$ cat src/rtl/keypad_pkg.sv
// Shared types for the keypad scanner: FSM states, scan-result codes and the legacy 4x4 hex layout.
// Legacy layout rows: 1 2 3 A / 4 5 6 B / 7 8 9 C / E 0 F D.
package keypad_pkg;

    typedef enum logic [1:0] {
        ST_IDLE     = 2'd0,
        ST_PRESS_DB = 2'd1,
        ST_HELD     = 2'd2,
        ST_REL_DB   = 2'd3
    } state_e;

    typedef enum logic [1:0] {
        RES_NONE  = 2'd0,
        RES_KEY   = 2'd1,
        RES_GHOST = 2'd2
    } scan_res_e;

    localparam logic [3:0] KEYMAP_4X4 [16] = '{
        4'h1, 4'h2, 4'h3, 4'hA,
        4'h4, 4'h5, 4'h6, 4'hB,
        4'h7, 4'h8, 4'h9, 4'hC,
        4'hE, 4'h0, 4'hF, 4'hD
    };

endpackage

$ cat src/rtl/keypad_scanner.sv
// Matrix keypad scanner/debouncer: one keycode per debounced press, ghost patterns rejected.
// Latency: key_valid rises 1 cycle after the scan end that completes the press debounce.
// Backpressure: key_valid holds until accepted; a press arriving while pending pulses overrun.
// Auto-repeat while held is built only with KEYPAD_REPEAT_EN defined.
module keypad_scanner
    import keypad_pkg::*;
#(
    parameter int NUM_ROWS       = 4,
    parameter int NUM_COLS       = 4,
    parameter int SCAN_DIV       = 1000,
    parameter int DEBOUNCE_SCANS = 4,
    parameter int REPEAT_DELAY   = 500,
    parameter int REPEAT_RATE    = 100,
    localparam int KW = (NUM_ROWS * NUM_COLS > 1) ? $clog2(NUM_ROWS * NUM_COLS) : 1
) (
    input  logic                clk,
    input  logic                reset,
    input  logic [NUM_ROWS-1:0] rows_in,
    output logic [NUM_COLS-1:0] col_drive,
    output logic                key_valid,
    output logic [KW-1:0]       key_code,
    input  logic                key_ready,
    output logic                overrun
);

    localparam int SW  = $clog2(SCAN_DIV);
    localparam int CIW = (NUM_COLS > 1) ? $clog2(NUM_COLS) : 1;
    localparam int STW = $clog2(DEBOUNCE_SCANS + 1);
    localparam logic [SW-1:0]  SLOT_LAST = SW'(SCAN_DIV - 1);
    localparam logic [CIW-1:0] COL_LAST  = CIW'(NUM_COLS - 1);
    localparam logic [STW-1:0] DB_DONE   = STW'(DEBOUNCE_SCANS);

    logic [NUM_ROWS-1:0] rows_meta_q, rows_sync_q;
    logic [SW-1:0]       slot_q, slot_d;
    logic [CIW-1:0]      col_idx_q, col_idx_d;
    logic [NUM_COLS-1:0] col_drive_q, col_drive_d;
    logic [1:0]          hits_q, hits_d, hits_acc;
    logic [KW-1:0]       idx_q, idx_d, idx_acc;
    state_e              state_q, state_d;
    logic [KW-1:0]       cand_q, cand_d;
    logic [STW-1:0]      stable_q, stable_d;
    logic                key_valid_q, key_valid_d;
    logic [KW-1:0]       key_code_q, key_code_d;
    logic                overrun_q, overrun_d;
    logic                slot_last, scan_end, is_cand, emit, accept;
    scan_res_e           scan_res;

`ifdef KEYPAD_REPEAT_EN
    localparam int REP_MAX = (REPEAT_DELAY > REPEAT_RATE) ? REPEAT_DELAY : REPEAT_RATE;
    localparam int RW      = $clog2(REP_MAX + 1);
    localparam logic [RW-1:0] REP_DELAY_C = RW'(REPEAT_DELAY);
    localparam logic [RW-1:0] REP_RATE_C  = RW'(REPEAT_RATE);
    logic [RW-1:0] rep_cnt_q, rep_cnt_d;
    logic          rep_first_q, rep_first_d;
`else
    // Repeat timing has no effect in this build.
    if (REPEAT_DELAY < 1 || REPEAT_RATE < 1) begin : g_repeat_ignored
    end
`endif

    always_comb begin
        slot_last   = (slot_q == SLOT_LAST);
        scan_end    = slot_last && (col_idx_q == COL_LAST);
        slot_d      = slot_last ? '0 : slot_q + SW'(1);
        col_idx_d   = col_idx_q;
        col_drive_d = col_drive_q;
        if (slot_last) begin
            col_idx_d   = (col_idx_q == COL_LAST) ? '0 : col_idx_q + CIW'(1);
            col_drive_d = (col_idx_q == COL_LAST) ? NUM_COLS'(1) : col_drive_q << 1;
        end

        // Fold the current column into the scan; hits saturates at 2 (= ghost).
        hits_acc = hits_q;
        idx_acc  = idx_q;
        for (int r = 0; r < NUM_ROWS; r++) begin
            if (slot_last && rows_sync_q[r]) begin
                if (hits_acc == 2'd0) begin
                    hits_acc = 2'd1;
                    idx_acc  = KW'(r * NUM_COLS + int'(col_idx_q));
                end else begin
                    hits_acc = 2'd2;
                end
            end
        end
        hits_d = scan_end ? 2'd0 : hits_acc;
        idx_d  = scan_end ? '0 : idx_acc;
        scan_res = (hits_acc == 2'd0) ? RES_NONE : (hits_acc == 2'd1) ? RES_KEY : RES_GHOST;
        is_cand  = (scan_res == RES_KEY) && (idx_acc == cand_q);

        state_d  = state_q;
        cand_d   = cand_q;
        stable_d = stable_q;
        emit     = 1'b0;
`ifdef KEYPAD_REPEAT_EN
        rep_cnt_d   = rep_cnt_q;
        rep_first_d = rep_first_q;
`endif
        if (scan_end) begin
            case (state_q)
                ST_IDLE: begin
                    if (scan_res == RES_KEY) begin
                        cand_d   = idx_acc;
                        stable_d = STW'(1);
                        if (stable_d == DB_DONE) begin
                            emit    = 1'b1;
                            state_d = ST_HELD;
                        end else begin
                            state_d = ST_PRESS_DB;
                        end
                    end
                end
                ST_PRESS_DB: begin
                    if (is_cand) begin
                        stable_d = stable_q + STW'(1);
                        if (stable_d == DB_DONE) begin
                            emit    = 1'b1;
                            state_d = ST_HELD;
                        end
                    end else begin
                        state_d = ST_IDLE;
                    end
                end
                ST_HELD: begin
                    if (is_cand) begin
`ifdef KEYPAD_REPEAT_EN
                        rep_cnt_d = rep_cnt_q + RW'(1);
                        if (rep_cnt_d == (rep_first_q ? REP_DELAY_C : REP_RATE_C)) begin
                            emit        = 1'b1;
                            rep_cnt_d   = '0;
                            rep_first_d = 1'b0;
                        end
`endif
                    end else begin
                        stable_d = STW'(1);
                        state_d  = (stable_d == DB_DONE) ? ST_IDLE : ST_REL_DB;
                    end
                end
                default: begin
                    if (is_cand) begin
                        state_d = ST_HELD;
                    end else begin
                        stable_d = stable_q + STW'(1);
                        if (stable_d == DB_DONE) state_d = ST_IDLE;
                    end
                end
            endcase
        end
`ifdef KEYPAD_REPEAT_EN
        if (state_d != ST_HELD || state_q != ST_HELD) begin
            rep_cnt_d   = '0;
            rep_first_d = 1'b1;
        end
`endif

        // An accept in the same cycle frees the slot for a new key.
        accept      = key_valid_q && key_ready;
        key_valid_d = key_valid_q && !accept;
        key_code_d  = key_code_q;
        overrun_d   = 1'b0;
        if (emit) begin
            if (!key_valid_q || accept) begin
                key_valid_d = 1'b1;
                key_code_d  = cand_d;
            end else begin
                overrun_d = 1'b1;
            end
        end
    end

    always_ff @(posedge clk) begin
        if (reset) begin
            rows_meta_q <= '0;
            rows_sync_q <= '0;
            slot_q      <= '0;
            col_idx_q   <= '0;
            col_drive_q <= NUM_COLS'(1);
            hits_q      <= 2'd0;
            idx_q       <= '0;
            state_q     <= ST_IDLE;
            cand_q      <= '0;
            stable_q    <= '0;
            key_valid_q <= 1'b0;
            key_code_q  <= '0;
            overrun_q   <= 1'b0;
`ifdef KEYPAD_REPEAT_EN
            rep_cnt_q   <= '0;
            rep_first_q <= 1'b1;
`endif
        end else begin
            rows_meta_q <= rows_in;
            rows_sync_q <= rows_meta_q;
            slot_q      <= slot_d;
            col_idx_q   <= col_idx_d;
            col_drive_q <= col_drive_d;
            hits_q      <= hits_d;
            idx_q       <= idx_d;
            state_q     <= state_d;
            cand_q      <= cand_d;
            stable_q    <= stable_d;
            key_valid_q <= key_valid_d;
            key_code_q  <= key_code_d;
            overrun_q   <= overrun_d;
`ifdef KEYPAD_REPEAT_EN
            rep_cnt_q   <= rep_cnt_d;
            rep_first_q <= rep_first_d;
`endif
        end
    end

    assign col_drive = col_drive_q;
    assign key_valid = key_valid_q;
    assign key_code  = key_code_q;
    assign overrun   = overrun_q;

endmodule

$ cat config.mk
export PLATFORM = sky130hd
export DESIGN_NAME = keypad_scanner
export DESIGN_NICKNAME = d
export VERILOG_FILES = /design/src/rtl/keypad_pkg.sv /design/src/rtl/keypad_scanner.sv
export SDC_FILE = /design/constraint.sdc
export NUM_CORES = 1
export LEC_CHECK = 0
export CAP_MARGIN = 20
export CORE_UTILIZATION = 30
export DETAILED_ROUTE_END_ITERATION = 10
export GPL_ROUTABILITY_DRIVEN = 1
export PLACE_DENSITY = 0.55
export SLEW_MARGIN = 40
export SYNTH_ARGS = -nofsm -noshare
export SYNTH_HDL_FRONTEND = slang
export SYNTH_SLANG_ARGS = --single-unit
$ cat constraint.sdc
create_clock -name clk -period 8.15 [get_ports clk]
set_input_delay 1.2225 -clock clk [delete_from_list [all_inputs] [get_ports clk]]
set_output_delay 1.2225 -clock clk [all_outputs]
set_load 0.005 [all_outputs]
==> out/metrics.cfg, run 1 <==
[global_route]
grt_max_degree = 34
grt_pass1_wl_um = 7762
grt_overflow = 0
grt.total_usage_pct = 12.85
grt_antenna_before_repair = 0
grt_pass1_vias = 1655

[setup_path]
reg2reg_from = slot_q[0]$_SDFF_PP0_
crit_buf_inv = 0
cp_data_arrival_time_ns = 3.30
cp.required_ns = 8.33
startpoint_type = register
crit_chain = ha_1, and2_1, and3_1, a31o_1, a31oi_1, nor3b_1, nor4b_4, nand3_2, mux2_1
cp-end-kind = register
cpLargestDelayFamily = simple AND/OR/NAND/NOR gates
slowest_delay_ns = 0.52
crit_start = slot_q[0]$_SDFF_PP0_
cp_max_fo = 15
critPathSlowestCell = and3_1
criticalPathCategory = reg -> reg

[power]
irDropWorstVdd_v = 0.00007314
p_leak_nw = 0.9726
power_density_nw_per_um2 = 157.7
p_total_uw = 405.6

[logic_synthesis]
netlist_area_sq_um = 2238
yosysTopAreaCell = dfxtp_1
synthCells = 249
yosysWarningCount = 0
ys_types = 56
syn_area_per_cell_sq_um = 8.990
synth_top_cell_area_share_pct = 40.25
async_flop_share_pct = 0
synth-seq-area-share_pct = 40.25
synthFlopType = dfxtp_1
synth_edf_count = 0
ys_seq_elements = 45
syn_nets = 260
synthTopCellsByArea = dfxtp_1 (40%), nor2_1 (4.7%), nand2_1 (4.2%), xor2_1 (3.9%), nor2b_1 (3.6%)

[routing]
routed_wl_um = 4453
drt_iter0_markers = 83
vias = 1729
viasPerCell = 4.763
antenna_left = 0
drt_pre_antenna_iters = 4
wl_per_cell_um = 12.27
drc = 0

[min_path]
worstHoldPathType = reg -> reg
min_from = rows_meta_q[2]$_SDFF_PP0_

[timing]
fin_crit_sh_pct = 38.30
relSlewSlack_pct = 64.25
slew_viol_final = 0
worstMarginPinSlew_ns = 0.5288
min_period_ns = 3.122
setup_tns_ns = 0
fmax_ghz = 0.3203
hold_viol_final = 0
grt_setup_unrepaired = false
setup_viol = 0
clock_skew_ns = 0.008646

[cells_and_area]
multi_input_area_sq_um = 1249
diodes = 0
final_nets = 275
nFillCells = 765
mostFrequentLayoutCells = dfxtp_1 (45), nor2_1 (28), nand2_1 (25)
register_area_sq_um = 900.9
layout-drive-gt1-share_pct = 9.470
layout_commonest_cell = dfxtp_1
area_growth_syn_to_layout_pct = 14.92

[cts]
cts-buffers-inserted = 5
cts_tree = built
cts_buffer_depth = 2
clk_latency_ns = 0.30
cts_sinks = 45
root_buffer = clkbuf_8
clk_pin_slew_ns = 0.08
cts-hold-fix-buffers = 0
cts.htree.levels = 2
post_cts_resize_count = 0
post-cts-setup-buffers = 0

[die]
die_w_um = 88.38
pin_count = 17
std_cell_rows = 31
die_h_um = 88.38
core_area_sq_um = 7214
die_area_sq_um = 7811
initial_utilization_pct = 31.03

[placed_design]
io_buffer_count = 16
hpwl_um = 3235
place_congestion = 0.8085

[status]
status = complete, no violations

[job]
drv_cap = 0

power by group:
part           switching, mW  internal [mW]
registers            0.00433          0.223
logic                 0.0199         0.0155
clock network         0.0751         0.0671
total                 0.0994          0.306
worst reg2reg max path, delay by kind of cell, from the launching register on:
family / cells / cell delay, ns
and+or+nand+nor: 5 / 1.74
AOI/OAI and AO/OA: 2 / 0.38
DFF: 1 / 0.36
muxes: 1 / 0.35
adders and majority gates: 1 / 0.18
logic make-up after synthesis:
| group | synth area share [%] |
|---|---|
| AOI/OAI and AO/OA | 15.60 |
| xor gates and xnor gates | 5.087 |
| adders and majority gates | 2.683 |
| buffers and inverters | 3.969 |
| DFF | 40.25 |
| muxes | 3.857 |
| and+or+nand+nor | 28.56 |
worst paths after layout:
kind | end | slack [ns] | cells after the start
worst max-delay path | key_code[2]$_SDFFE_PP0P_ | 5.03 | 9
worst min-delay path | rows_sync_q[2]$_SDFF_PP0_ | 0.44 | 1
worst max register to register | key_code[2]$_SDFFE_PP0P_ | 5.03 | 9
worst min register to register | rows_sync_q[2]$_SDFF_PP0_ | 0.44 | 1
through the flow:
step / util [%] / area (sq um) / cells / hold slack, ns / worst slack [ns]
floorplan: - / 2238 / 249 / 0.4130 / 5.516
global placement: 34.41 / 2482 / 356 / 0.4200 / 5.148
detailed placement: 34.41 / 2482 / 356 / 0.4260 / 5.004
CTS: 35.66 / 2572 / 363 / 0.4454 / 4.999
global route: 35.66 / 2572 / 363 / 0.4685 / 4.616
finish: 35.66 / 2572 / 363 / 0.4392 / 5.028
cell type report:
cell class	instances	area share, %
multi-input combinational	184	48.54
sequential	45	35.02
timing repair buffer	17	6.518
tap	99	4.815
clock buffer	6	3.210
inverter	11	1.605
clock inverter	1	0.2918
cell usage after synthesis, types with 3 or more instances:
cell type / instances
a311o_1: 3
nand3b_1: 3
xor2_1: 10
nor3_1: 3
nor2b_1: 13
nand2_1: 25
nor2_1: 28
nand3_1: 14
mux2i_1: 3
o31ai_1: 3
clkbuf_1: 5
and3_1: 8
ha_1: 4
nor4b_1: 3
a21oi_1: 9
inv_1: 11
xnor2_1: 3
mux2_2: 3
and2_1: 4
dfxtp_1: 45
a31oi_1: 4
flip-flops by register name, indices dropped and copies added, names as in the netlist, 3 cells and up, named ones only:
signal / flops
slot_q: 10
cand_q: 4
col_drive: 4
idx_q: 4
key_code: 4
rows_meta_q: 4
rows_sync_q: 4
stable_q: 3
routing by layer:
metal,vias up,track usage (%),wire length [um]
met5,-,0,0
met2,36,19.79,1955
met4,0,4.545,64
met1,786,17.24,2243
met3,6,3.545,190
li1,901,-,-
No activity file was read; power rests on OpenSTA's default activity.
==> run 2: changes to the inputs <==
==> constraint.sdc (replaced) <==
create_clock -name clk -period 3.15 [get_ports clk]
set_input_delay 0.4725 -clock clk [delete_from_list [all_inputs] [get_ports clk]]
set_output_delay 0.4725 -clock clk [all_outputs]
set_load 0.005 [all_outputs]
==> run 2 against run 1 <==
Effect of this change: first-iteration DRC count shrank 1.2%; cell area grew 0.63%; clock skew is essentially flat; combinational power grew to 2.7 times the previous value; fmax grew 11%; count of clock-buffer cells in the layout is the same; register-to-register slack lost 4.7 ns; total power grew to 2.5 times the previous value; critical endpoint is now key_code[3]$_SDFFE_PP0P_.
==> out/metrics.cfg, run 2 (synthesis results as in run 1) <==
[cts]
clk_latency_ns = 0.29
root_buffer = clkbuf_8
cts_tree = built
cts-buffers-inserted = 5
clk_pin_slew_ns = 0.08
cts_buffer_depth = 2
cts_sinks = 45
cts.htree.levels = 2

[cells_and_area]
mostFrequentLayoutCells = dfxtp_1 (45), nor2_1 (28), nand2_1 (25)
layout_commonest_cell = dfxtp_1
post-route-util_pct = 35.88
diodes = 0
largest_reg_flops = 10
postLayoutCellArea_sq_um = 2589
regMostFlops = slot_q
final_nets = 278
layout-drive-gt1-share_pct = 10.82
area_growth_syn_to_layout_pct = 15.65

[die]
die_area_sq_um = 7811
initial_utilization_pct = 31.03
std_cell_rows = 31
core_area_sq_um = 7214
die_w_um = 88.38
die_h_um = 88.38
pin_count = 17

[setup_path]
cp.required_ns = 3.33
cp-end-kind = register
criticalPathCategory = reg -> reg
cp_data_arrival_time_ns = 2.99
r2r_slack_ns = 0.35
startpoint_type = register
regToRegEndpoint = key_code[3]$_SDFFE_PP0P_
ff2ff_path_depth = 9
reg2reg_from = slot_q[0]$_SDFF_PP0_
cp_max_fo = 15

[routing]
drt_pre_antenna_iters = 4
drt_iter0_markers = 82
routed_wl_um = 4382
vias = 1763
met2_length_um = 1827
antenna_left = 0
wl_met1_um = 2320
wl_per_cell_um = 11.94
met3_length_um = 154
drc = 0
top_layer = met4
viasPerCell = 4.804

[timing]
setup_tns_ns = 0
min_period_ns = 2.803
setup_viol = 0
slew_viol_final = 0
grt_setup_unrepaired = false
relSlewSlack_pct = 66.81
fmax_ghz = 0.3568
worstMarginPinSlew_ns = 0.4924
clock_skew_ns = 0.008454
fin_crit_sh_pct = 88.97
hold_viol_final = 0

[power]
p_leak_nw = 0.9883
irDropWorstVdd_v = 0.0002347
power_density_nw_per_um2 = 399.3

[min_path]
whs_path_depth = 1
worstHoldPathType = reg -> reg
min_to = rows_sync_q[1]$_SDFF_PP0_
min_from = rows_meta_q[1]$_SDFF_PP0_

[global_route]
grt_antenna_before_repair = 0
grt_max_degree = 20
grt.total_usage_pct = 12.29
grt_pass1_wl_um = 7562
grt_pass1_vias = 1630
grt_overflow = 0

[placed_design]
post_dp_cell_area_sq_um = 2505
io_buffer_count = 16
hpwl_um = 3229
place_congestion = 0.9015

[status]
status = complete, no violations

[job]
drv_cap = 0

run 2: cell count changes in the layout (fill, tap and decap cells not counted):
| cell | delta |
|---|---|
| buf_4 | +3 |
| clkinv_2 | +2 |
| and3_1 | -1 |
| and3_2 | +1 |
| clkbuf_1 | +1 |
| clkbuf_8 | -1 |
| clkinvlp_4 | -1 |
run 2: routing by layer:
metal	up-vias	global-route usage, %
met5	-	0
met2	34	18.46
met1	809	17.16
met4	0	4.545
met3	10	2.799
li1	910	-
run 2: area by class of cell:
class                           instances  area, sq um
Tap cell                               99        123.9
Timing Repair Buffer                   20        190.2
Inverter                               11        41.29
Clock buffer                            6        72.57
Clock inverter                          2        10.01
Multi-Input combinational cell        184         1250
Sequential cell                        45        900.9
Fill cell                             766         4626
run 2: per-stage QoR:
step	total power [mW]	hold WS (ns)	std cells	setup slack, ns
after floorplan	0.6691	0.4130	249	0.5165
after global placement	0.6976	0.4186	359	0.2399
after detailed placement	0.6981	0.4239	359	0.1661
after CTS	1.048	0.4437	367	0.1465
after global routing	1.075	0.4533	367	0.02628
final	1.034	0.4432	367	0.3473
run 2: worst max-delay path: stages, from the launching register on:
cell,delay (ns)
dfxtp_1,0.35
ha_1,0.18
and2_1,0.25
and3_2,0.41
a31o_1,0.23
a31oi_1,0.13
nor3b_1,0.28
nor4b_4,0.35
nand3_2,0.17
mux2_1,0.34
run 2: power breakdown:
group          internal (mW)  switching [mW]
Combinational         0.0435          0.0524
Sequential             0.578          0.0106
Clock                  0.154           0.195
Total                  0.776           0.258
run 2: worst max-delay path by stage:
stage	from	endpoint
after global placement	slot_q[0]$_SDFF_PP0_	key_code[2]$_SDFFE_PP0P_
after floorplan	slot_q[0]$_SDFF_PP0_	key_code[1]$_SDFFE_PP0P_
final	slot_q[0]$_SDFF_PP0_	key_code[3]$_SDFFE_PP0P_
after detailed placement	slot_q[0]$_SDFF_PP0_	key_code[3]$_SDFFE_PP0P_
after CTS	slot_q[0]$_SDFF_PP0_	key_code[3]$_SDFFE_PP0P_
after global routing	slot_q[0]$_SDFF_PP0_	key_code[3]$_SDFFE_PP0P_
run 2: repair_timing:
action / 4_1_cts / 5_1_grt
hold buffers: 0 / 0
setup buffers: 0 / 0
setup endpoints to repair: 0 / 7
resized for setup: 0 / 1
==> run 3: changes to the inputs <==
--- a/config.mk
+++ b/config.mk
@@ -10,6 +10,7 @@
 export DETAILED_ROUTE_END_ITERATION = 10
 export GPL_ROUTABILITY_DRIVEN = 1
 export PLACE_DENSITY = 0.55
+export RECOVER_POWER = 25
 export SLEW_MARGIN = 40
 export SYNTH_ARGS = -nofsm -noshare
 export SYNTH_HDL_FRONTEND = slang
==> run 3 against run 2 <==
Effect of this change: wire length down 0.16%; register-to-register slack about the same; first-iteration DRC count rose by 4.9%.
==> out/metrics.cfg, run 3 (synthesis results as in run 1) <==
[status]
status = complete, no violations

[timing]
layout_setup_ws_ns = 0.3424
setup_tns_ns = 0
clock_skew_ns = 0.009550
fmax_ghz = 0.3562
hold_ws_ns = 0.4432
fin_crit_sh_pct = 89.13
relSlewSlack_pct = 44.53
slew_viol_final = 0
grt_setup_unrepaired = false
min_period_ns = 2.808
hold_viol_final = 0
worstMarginPinSlew_ns = 0.8321
setup_viol = 0

[die]
die_h_um = 88.38
initial_utilization_pct = 31.03
pin_count = 17
std_cell_rows = 31
die_area_sq_um = 7811
die_w_um = 88.38
core_area_sq_um = 7214

[job]
drv_cap = 0

[cts]
cts_sinks = 45
clk_latency_ns = 0.29
cts.htree.levels = 2
cts_tree = built
cts-buffers-inserted = 5
post_cts_resize_count = 0
cts-hold-fix-buffers = 0
cts_buffer_depth = 2
clk_pin_slew_ns = 0.08
post-cts-setup-buffers = 0
root_buffer = clkbuf_8

[placed_design]
place_congestion = 0.9015
hpwl_um = 3229
post_dp_cell_area_sq_um = 2505
pre_cts_ws_ns = 0.1661
io_buffer_count = 16
dp_cells = 359

[cells_and_area]
mostFrequentLayoutCells = dfxtp_1 (45), nor2_1 (28), nand2_1 (25)
post-route-util_pct = 35.83
diodes = 0
area_growth_syn_to_layout_pct = 15.48
regMostFlops = slot_q
largest_reg_flops = 10
stdcell_count = 367
final_nets = 278
postLayoutCellArea_sq_um = 2585
layout_commonest_cell = dfxtp_1
layout-drive-gt1-share_pct = 10.45

[routing]
drc = 0
routed_wl_um = 4375
viasPerCell = 4.782
wl_per_cell_um = 11.92
drt_pre_antenna_iters = 4
vias = 1755
drt_iter0_markers = 86
antenna_left = 0

[power]
power_density_nw_per_um2 = 399.6
p_leak_nw = 0.9921
p_total_mw = 1.033
irDropWorstVdd_v = 0.0002361

[global_route]
grt_antenna_before_repair = 0
grt_overflow = 0
grt.total_usage_pct = 12.29
grt_pass1_vias = 1630
grt_pass1_wl_um = 7562
grt_max_degree = 20

[setup_path]
cp.required_ns = 3.33
cp_max_fo = 15
criticalPathCategory = reg -> reg
startpoint_type = register
cp-end-kind = register
cp_data_arrival_time_ns = 2.99

[min_path]
worstHoldPathType = reg -> reg

run 3: cell types whose count changed in the layout (fill, tap and decap cells not counted):
cell	before	now
buf_4	4	3
clkbuf_1	1	2
dlygate4sd3_1	0	3
clkdlybuf4s50_1	16	13
run 3: worst paths after layout:
kind                                    end                      start  cells after the start  slack [ns]
setup / recovery   key_code[3]$_SDFFE_PP0P_       slot_q[0]$_SDFF_PP0_                      9        0.34
hold / removal    rows_sync_q[1]$_SDFF_PP0_  rows_meta_q[1]$_SDFF_PP0_                      1        0.44
setup reg to reg   key_code[3]$_SDFFE_PP0P_       slot_q[0]$_SDFF_PP0_                      9        0.34
hold reg to reg   rows_sync_q[1]$_SDFF_PP0_  rows_meta_q[1]$_SDFF_PP0_                      1        0.44
run 3: routing by layer:
layer	vias up	track usage, %	part of all wire [%]
met5	-	0	0
met4	0	4.545	1.4
met3	6	2.799	3.5
met2	32	18.46	42
met1	809	17.16	53
li1	908	-	-
run 3: layout make-up:
class | instances | area, sq um
clock buffer | 6 | 72.57
clock inverter | 2 | 10.01
inverter | 11 | 41.29
timing repair buffer | 20 | 186.4
sequential | 45 | 900.9
fill | 768 | 4629
multi-input combinational | 184 | 1250
tap | 99 | 123.9
run 3: power breakdown:
group	internal, mW	switching [mW]	total [mW]
registers	0.578	0.0106	0.589
logic	0.0427	0.0525	0.0952
clock network	0.154	0.195	0.349
total	0.775	0.258	1.03
run 3: worst max-delay path, stage by stage, from the launching register on:
cell     delay [ns]
dfxtp_1        0.35
ha_1           0.18
and2_1         0.25
and3_2         0.41
a31o_1         0.23
a31oi_1        0.13
nor3b_1        0.28
nor4b_4        0.35
nand3_2        0.17
mux2_1         0.33
